==> config.mk <==
export PLATFORM = sky130hd
export DESIGN_NAME = ysyx_24070014_ifu_flat
export DESIGN_NICKNAME = d
export VERILOG_FILES = /design/src/rtl/ysyx_24070014_ifu_if.sv /design/src/rtl/ysyx_24070014_ifu.sv /design/src/flat_wrapper.sv
export SDC_FILE = /design/constraint.sdc
export NUM_CORES = 1
export LEC_CHECK = 0
export BUFFER_PORTS_ARGS = -buffer_cell sky130_fd_sc_hd__clkbuf_2
export CORE_ASPECT_RATIO = 1.5
export CORE_MARGIN = 2
export CORE_UTILIZATION = 35
export DETAILED_ROUTE_END_ITERATION = 8
export PLACE_DENSITY = 0.71
export SYNTH_ARGS = -nofsm -noshare
export SYNTH_HDL_FRONTEND = slang
export SYNTH_SLANG_ARGS = --single-unit
==> constraint.sdc <==
create_clock -name clk -period 3.3 [get_ports clk]
set_clock_uncertainty 0.05 [all_clocks]
set_input_delay 0.66 -clock clk [delete_from_list [all_inputs] [get_ports clk]]
set_output_delay 0.66 -clock clk [all_outputs]
set_load 0.1 [all_outputs]
==> src/rtl/ysyx_24070014_ifu_if.sv <==
// Fetch unit bus bundle: instruction-memory request/response channels,
// the decode-side handoff and the redirect input.
interface ysyx_24070014_ifu_if #(
    parameter int WORD_LEN = 32
);
    logic                imem_req_valid;
    logic                imem_req_ready;
    logic [WORD_LEN-1:0] imem_req_addr;
    logic                imem_resp_valid;
    logic [31:0]         imem_resp_data;
    logic                imem_resp_err;
    logic                out_valid;
    logic                out_ready;
    logic [31:0]         out_inst;
    logic [WORD_LEN-1:0] out_pc;
    logic                out_fault;
    logic                redirect_valid;
    logic [WORD_LEN-1:0] redirect_pc;

    modport master (
        output imem_req_valid,
        output imem_req_addr,
        input  imem_req_ready,
        input  imem_resp_valid,
        input  imem_resp_data,
        input  imem_resp_err,
        output out_valid,
        output out_inst,
        output out_pc,
        output out_fault,
        input  out_ready,
        input  redirect_valid,
        input  redirect_pc
    );

    modport slave (
        input  imem_req_valid,
        input  imem_req_addr,
        output imem_req_ready,
        output imem_resp_valid,
        output imem_resp_data,
        output imem_resp_err,
        input  out_valid,
        input  out_inst,
        input  out_pc,
        input  out_fault,
        output out_ready,
        output redirect_valid,
        output redirect_pc
    );
endinterface

==> src/rtl/ysyx_24070014_ifu.sv <==
// Instruction fetch unit: owns the PC, keeps one fetch outstanding and
// holds the fetched word until decode takes it; handles redirects.
module ysyx_24070014_ifu #(
    parameter int                  WORD_LEN = 32,
    parameter logic [WORD_LEN-1:0] RESET_PC = WORD_LEN'(32'h8000_0000)
) (
    input  logic                       clk,
    input  logic                       rst,
    ysyx_24070014_ifu_if.master        bus
);

    typedef enum logic [1:0] {
        S_REQ  = 2'd0,
        S_WAIT = 2'd1,
        S_HOLD = 2'd2
    } state_e;

    state_e              state_q, state_d;
    logic [WORD_LEN-1:0] pc_q, pc_d;
    logic                discard_q, discard_d;
    logic [31:0]         inst_q, inst_d;
    logic                fault_q, fault_d;
    logic [WORD_LEN-1:0] redir_pc;
    logic                req_fire;
    logic                out_fire;

    assign redir_pc = {bus.redirect_pc[WORD_LEN-1:2], 2'b00};

    // Redirect masks out_valid so a redirected HOLD never handshakes
    assign bus.imem_req_valid = (state_q == S_REQ) && !rst;
    assign bus.imem_req_addr  = pc_q;
    assign bus.out_valid      = (state_q == S_HOLD) && !bus.redirect_valid && !rst;
    assign bus.out_inst       = inst_q;
    assign bus.out_pc         = pc_q;
    assign bus.out_fault      = fault_q;

    assign req_fire = bus.imem_req_valid && bus.imem_req_ready;
    assign out_fire = bus.out_valid && bus.out_ready;

    always_comb begin
        state_d   = state_q;
        pc_d      = pc_q;
        discard_d = discard_q;
        inst_d    = inst_q;
        fault_d   = fault_q;
        case (state_q)
            S_REQ: begin
                if (bus.redirect_valid) begin
                    pc_d = redir_pc;
                end
                // A request accepted alongside a redirect fetched the old PC
                if (req_fire) begin
                    state_d   = S_WAIT;
                    discard_d = bus.redirect_valid;
                end
            end
            S_WAIT: begin
                if (bus.redirect_valid) begin
                    pc_d = redir_pc;
                    if (bus.imem_resp_valid) begin
                        state_d   = S_REQ;
                        discard_d = 1'b0;
                    end else begin
                        discard_d = 1'b1;
                    end
                end else if (bus.imem_resp_valid) begin
                    if (discard_q) begin
                        state_d   = S_REQ;
                        discard_d = 1'b0;
                    end else begin
                        state_d = S_HOLD;
                        inst_d  = bus.imem_resp_data;
                        fault_d = bus.imem_resp_err;
                    end
                end
            end
            S_HOLD: begin
                if (bus.redirect_valid) begin
                    pc_d    = redir_pc;
                    state_d = S_REQ;
                end else if (out_fire) begin
                    pc_d    = pc_q + WORD_LEN'(4);
                    state_d = S_REQ;
                end
            end
            default: begin
                state_d = S_REQ;
            end
        endcase
    end

    always_ff @(posedge clk) begin
        if (rst) begin
            state_q   <= S_REQ;
            pc_q      <= RESET_PC;
            discard_q <= 1'b0;
            inst_q    <= 32'd0;
            fault_q   <= 1'b0;
        end else begin
            state_q   <= state_d;
            pc_q      <= pc_d;
            discard_q <= discard_d;
            inst_q    <= inst_d;
            fault_q   <= fault_d;
        end
    end

endmodule

==> src/flat_wrapper.sv <==
// flat-port wrapper written by rule: the top's interface ports become plain ports
module ysyx_24070014_ifu_flat 
#(
    parameter int                  WORD_LEN = 32,
    parameter logic [WORD_LEN-1:0] RESET_PC = WORD_LEN'(32'h8000_0000)
)
  (clk, rst, bus_imem_req_valid, bus_imem_req_addr, bus_imem_req_ready, bus_imem_resp_valid, bus_imem_resp_data, bus_imem_resp_err, bus_out_valid, bus_out_inst, bus_out_pc, bus_out_fault, bus_out_ready, bus_redirect_valid, bus_redirect_pc);
  ysyx_24070014_ifu_if #(.WORD_LEN(WORD_LEN)) bus_i ();
  input  logic clk;
  input  logic rst;
  output wire logic [$bits(bus_i.imem_req_valid)-1:0] bus_imem_req_valid;
  output wire logic [$bits(bus_i.imem_req_addr)-1:0] bus_imem_req_addr;
  input wire logic [$bits(bus_i.imem_req_ready)-1:0] bus_imem_req_ready;
  input wire logic [$bits(bus_i.imem_resp_valid)-1:0] bus_imem_resp_valid;
  input wire logic [$bits(bus_i.imem_resp_data)-1:0] bus_imem_resp_data;
  input wire logic [$bits(bus_i.imem_resp_err)-1:0] bus_imem_resp_err;
  output wire logic [$bits(bus_i.out_valid)-1:0] bus_out_valid;
  output wire logic [$bits(bus_i.out_inst)-1:0] bus_out_inst;
  output wire logic [$bits(bus_i.out_pc)-1:0] bus_out_pc;
  output wire logic [$bits(bus_i.out_fault)-1:0] bus_out_fault;
  input wire logic [$bits(bus_i.out_ready)-1:0] bus_out_ready;
  input wire logic [$bits(bus_i.redirect_valid)-1:0] bus_redirect_valid;
  input wire logic [$bits(bus_i.redirect_pc)-1:0] bus_redirect_pc;
  assign bus_imem_req_valid = bus_i.imem_req_valid;
  assign bus_imem_req_addr = bus_i.imem_req_addr;
  assign bus_i.imem_req_ready = bus_imem_req_ready;
  assign bus_i.imem_resp_valid = bus_imem_resp_valid;
  assign bus_i.imem_resp_data = bus_imem_resp_data;
  assign bus_i.imem_resp_err = bus_imem_resp_err;
  assign bus_out_valid = bus_i.out_valid;
  assign bus_out_inst = bus_i.out_inst;
  assign bus_out_pc = bus_i.out_pc;
  assign bus_out_fault = bus_i.out_fault;
  assign bus_i.out_ready = bus_out_ready;
  assign bus_i.redirect_valid = bus_redirect_valid;
  assign bus_i.redirect_pc = bus_redirect_pc;
  ysyx_24070014_ifu #(.WORD_LEN(WORD_LEN), .RESET_PC(RESET_PC)) u_core (.clk(clk), .rst(rst), .bus(bus_i));
endmodule
Yosys cells after proc, flatten, opt, wreduce, memory -nomap -nowiden

Cells that the tools add are included.

Input bits: 71
Logic and storage cells: 47
Bits in registers: 68

Bitwise logic cells: 2
Equal/unequal tests: 7
Reductions and logical operators: 15
Add/subtract/negate cells: 1
Mux-type cells: 17

Operators with widths:

| operator                | number |
|---|---|
| $mux W32                | 3 |
| $pmux W32 S2            | 1 |
| $add A32 B3 Y32 const B | 1 |
| $mux W2                 | 7 |
| $reduce_and A3 Y1       | 3 |
| $pmux W2 S3             | 1 |
| $logic_and A1 B1 Y1     | 5 |
| $mux W1                 | 4 |
| $ne A2 B1 Y1 const B    | 2 |
| $reduce_and A4 Y1       | 1 |
| $reduce_bool A2 Y1      | 2 |
| $ne A3 B2 Y1 const B    | 1 |
| $ne A3 B3 Y1 const B    | 1 |
| $eq A2 B1 Y1 const B    | 1 |
| $eq A2 B2 Y1 const B    | 1 |
| $logic_not A1 Y1        | 2 |
| $logic_not A2 Y1        | 1 |
| $ne A2 B2 Y1 const B    | 1 |
| $not A1 Y1              | 2 |
| $pmux W1 S2             | 1 |
| $reduce_or A2 Y1        | 1 |

Longest topological paths before layout

Depth in word-level cells: 7
Depth in mapped cells: 8

Worst setup path before layout

No wires, ideal clock.

Path type: input-to-output
Start point: in rst
End point: out bus_imem_req_valid
Data arrival time: 3.118 ns
Stages on the path: 3
Data required time: 2.590 ns
Setup slack: -0.528 ns
Cell sequence: clkbuf_1 -> buf_1 -> nor3_1

Cells in the longest elaborated chain, start to end: 2

Ends and longest elaborated chain:

| element             | line                    | source |
|---|---|---|
| start, declared     | flat_wrapper.sv:10      | `input logic rst;` |
| $logic_not A1 Y1    | ysyx_24070014_ifu.sv:30 | `assign bus.imem_req_valid = (state_q == S_REQ) && !rst;` |
| $logic_and A1 B1 Y1 | ysyx_24070014_ifu.sv:30 |  |
| end, declared       | flat_wrapper.sv:11      | `output wire logic [$bits(bus_i.imem_req_valid)-1:0] bus_imem_req_valid;` |

Every way passes these cells.

Worst setup path after layout

Start point: reg u_core.state_q[1]
End point: out bus_out_valid

Cells in the longest elaborated chain, start to end: 3

Ends and longest elaborated chain:

| element                           | line                     | source |
|---|---|---|
| start, declared                   | ysyx_24070014_ifu.sv:18  | `state_e state_q, state_d;` |
| start signal, assigned            | ysyx_24070014_ifu.sv:100 | `state_q <= state_d;` |
| $eq A2 B2 Y1                      | ysyx_24070014_ifu.sv:32  | `assign bus.out_valid = (state_q == S_HOLD) && !bus.redirect_valid && !rst;` |
| $logic_and A1 B1 Y1 (2 in series) | ysyx_24070014_ifu.sv:32  |  |
| end, declared                     | flat_wrapper.sv:17       | `output wire logic [$bits(bus_i.out_valid)-1:0] bus_out_valid;` |

Every way passes these cells.

==> results by group <==
Synth
  – Post-synth EDFFs: 0
  – Mapped Cells: 461
  – Largest family of logic cells by synthesized area: simple AND/OR/NAND/NOR gates
  – Asr flop ratio synth: 0
  – Most common flop cell mapped by yosys: dfxtp_1
  – Synthesis-stage register bit count: between 60 and 70
  – Mux contribution to synthesized area: 0.008825
  – YS warnings: 0
  – XOR/XNOR Fraction of Synth Area: 0
  – Synth Area in Compound Gates: 0.1973
  – Adder-cell share of the synthesized area: 0.003530
  – Part of the Yosys area used for sequential elements: 0.3727
  – Simple-Gate Fraction of Synth Area: 0.3067
  – Mapped Avg Cell Area: 7.689 um^2
  – Area of the mapped netlist: 0.003545 mm^2
  – Synth unique cells: 64

Die
  – Core footprint: 0.009966 mm^2
  – Num rows: 45
  – Floorplan die width: 86.17 um
  – # IOs: 170
  – Die Span Y: 127.3 um
  – Initial Util: 0.3557
  – Die area: 0.01097 mm^2

Timing
  – Max-slew violation count: 0
  – Final Hold Viols: 0
  – Unrepaired setup endpoints after global routing: false
  – Final period util: 0.7443
  – Setup TNS: 0 ns
  – Rel. slew slack: 0.5146
  – Final setup viols: 0
  – Worst-Margin Slew: 0.7281 ns
  – Tmin final: 2.456 ns
  – FMAX: 407.1 MHz

Detailed routing
  – Routed WL: between 10,000 and 15,000 um
  – DR DRC count: 0
  – Count of routing violations after the opening detailed-route iteration: 230
  – ANT nets after route: 0
  – Via-to-Cell Ratio: 5.276
  – Vias: 3,730
  – First-pass DRT Iterations: 4
  – DR WL/cell: ~15 um

Clock network
  – H-tree Lvls: 3
  – CTS tree: built
  – Worst-path clk slew: 0.06 ns
  – Clock tree buffer depth: 2
  – Clock sinks: 66
  – Clk root buf: clkbuf_16
  – CTS resizes: 0
  – Clock latency on the worst-skew pair: 0.33 ns
  – Cts bufs inserted: 9
  – Hold_buf cts: 0
  – Setup bufs post-CTS: 0

Global routing
  – Vias in the first global route: 3,532
  – Initial antenna violation count: 0
  – GRT Total Usage: 0.1975
  – Pin count of the biggest net entering global routing: 38
  – Overflow left after global routing: 0
  – First-pass GRT wire length: 17,320 um

Setup path
  – Worst-path fanout max: 10
  – Worst setup EP type: output port
  – Startpoint Class: flop
  – Worst EP arrival: 1.75 ns
  – Crit Path Class: reg2out
  – Critical Path RT: between 2 and 3 ns

Worst hold path
  – Worst Hold Class: reg2reg

Layout
  – Most frequent cells in the layout: clkbuf_2, nand2_1, dfxtp_1, a21oi_1, nand3_1
  – Post-Layout Cell Count: 707
  – Nets: roughly 660
  – Most common cell after layout, fill and taps aside: clkbuf_2
  – Area delta synth->final: 28.80%
  – # fillers: roughly 980
  – Share of layout cells above drive strength 1: 0.3508
  – Antenna diodes: 0

Power and ir drop
  – Power per cell area: 561.2 mW/mm^2
  – Leakage power: 1.996 nW
  – Worst VDD drop: 0.3659 mV

Place
  – DP Cell Count: 692
  – Detail Placement HPWL: just under 8000 um
  – IO Port Bufs: 163
  – Gpl congestion: 0.8795

Outcome
  – Status: completed

Flow run
  – Max-Cap Viols: 0
-- through the flow --
stage,area (um^2),power (mW),setup slack (ns),hold WS (ns),util
2_1_floorplan,3563,1.455,0.3168,0.4447,-
3_3_place_gp,4248,1.544,0.8839,0.3921,0.4262
3_5_place_dp,4248,1.550,0.8727,0.3988,0.4262
4_1_cts,4566,2.587,0.8389,0.4066,0.4581
5_1_grt,4566,2.658,0.8033,0.4227,0.4581
6_report,4566,2.562,0.8438,0.4033,0.4581
-- report_power, final --
| group | switching [mW] | total (mW) | internal, mW |
|---|---|---|---|
| logic | 0.537 | 0.648 | 0.111 |
| clock network | 0.354 | 1.03 | 0.676 |
| registers | 0.0516 | 0.884 | 0.832 |
| total | 0.943 | 2.56 | 1.62 |
-- path summary, 6_finish.rpt --
path	to	slack [ns]	depth (start not counted)	from
max	bus_out_valid	0.84	3	u_core.state_q[1]
min reg2reg	u_core.bus.out_inst[24]	0.40	2	u_core.bus.out_inst[24]
max reg2reg	u_core.bus.imem_req_addr[20]	1.14	6	u_core.bus.imem_req_addr[2]
min	u_core.bus.out_inst[24]	0.40	2	u_core.bus.out_inst[24]
-- layout make-up --
| type | count | area, um^2 | area share |
|---|---|---|---|
| Timing Repair Buffer | 173 | 908.4 | 0.1990 |
| Multi-Input combinational cell | 332 | 1857 | 0.4067 |
| Clock inverter | 5 | 78.83 | 0.01726 |
| Tap cell | 117 | 146.4 | 0.03206 |
| Clock buffer | 10 | 239.0 | 0.05234 |
| Inverter | 4 | 15.01 | 0.003289 |
| Sequential cell | 66 | 1321 | 0.2894 |
-- flip-flops by register name (all words and copies together) (netlist names) --
register                  flops
u_core.bus.out_inst          32
u_core.bus.imem_req_addr     30
u_core.state_q                2
u_core.bus.out_fault          1
u_core.discard_q              1
-- worst max-delay path, stage by stage, from the launching register on --
cell and delay, ns:
dfxtp_1 0.51, or3b_1 0.43, nor2_2 0.26, buf_12 0.22
-- per-layer routing --
| metal | GRT usage | part of all wire | vias to the layer above |
|---|---|---|---|
| met3 | 0.05620 | 0.073 | 16 |
| met2 | 0.3393 | 0.50 | 149 |
| met4 | 0.08732 | 0.025 | 0 |
| met1 | 0.2253 | 0.40 | 1707 |
| li1 | - | - | 1858 |
| met5 | 0 | 0 | - |
-- kinds of logic after synthesis --
logic type,Yosys count
flip-flops,66
buffers and inverters,66
other,1
adder cells (fa/ha/maj),1
AND/OR/NAND/NOR,212
AO/OA/AOI/OAI,112
multiplexers,3
-- cell usage after synthesis (4+ instances only) --
| master | n | area, um^2 |
|---|---|---|
| or4_1 | 6 | 45.04 |
| nand2_1 | 99 | 371.6 |
| dfxtp_1 | 66 | 1321 |
| clkbuf_1 | 21 | 78.83 |
| a21oi_1 | 54 | 270.3 |
| nor2_1 | 21 | 78.83 |
| o311ai_0 | 4 | 35.03 |
| buf_2 | 5 | 25.02 |
| nand4_1 | 8 | 50.05 |
| or3_1 | 7 | 43.79 |
| a211oi_1 | 7 | 52.55 |
| buf_4 | 34 | 255.2 |
| nor3_1 | 10 | 50.05 |
| nand3_1 | 25 | 125.1 |
| nor4_1 | 5 | 31.28 |
| o21ai_0 | 17 | 85.08 |
| and2_1 | 4 | 25.02 |
(Power assumes the default switching activity.)
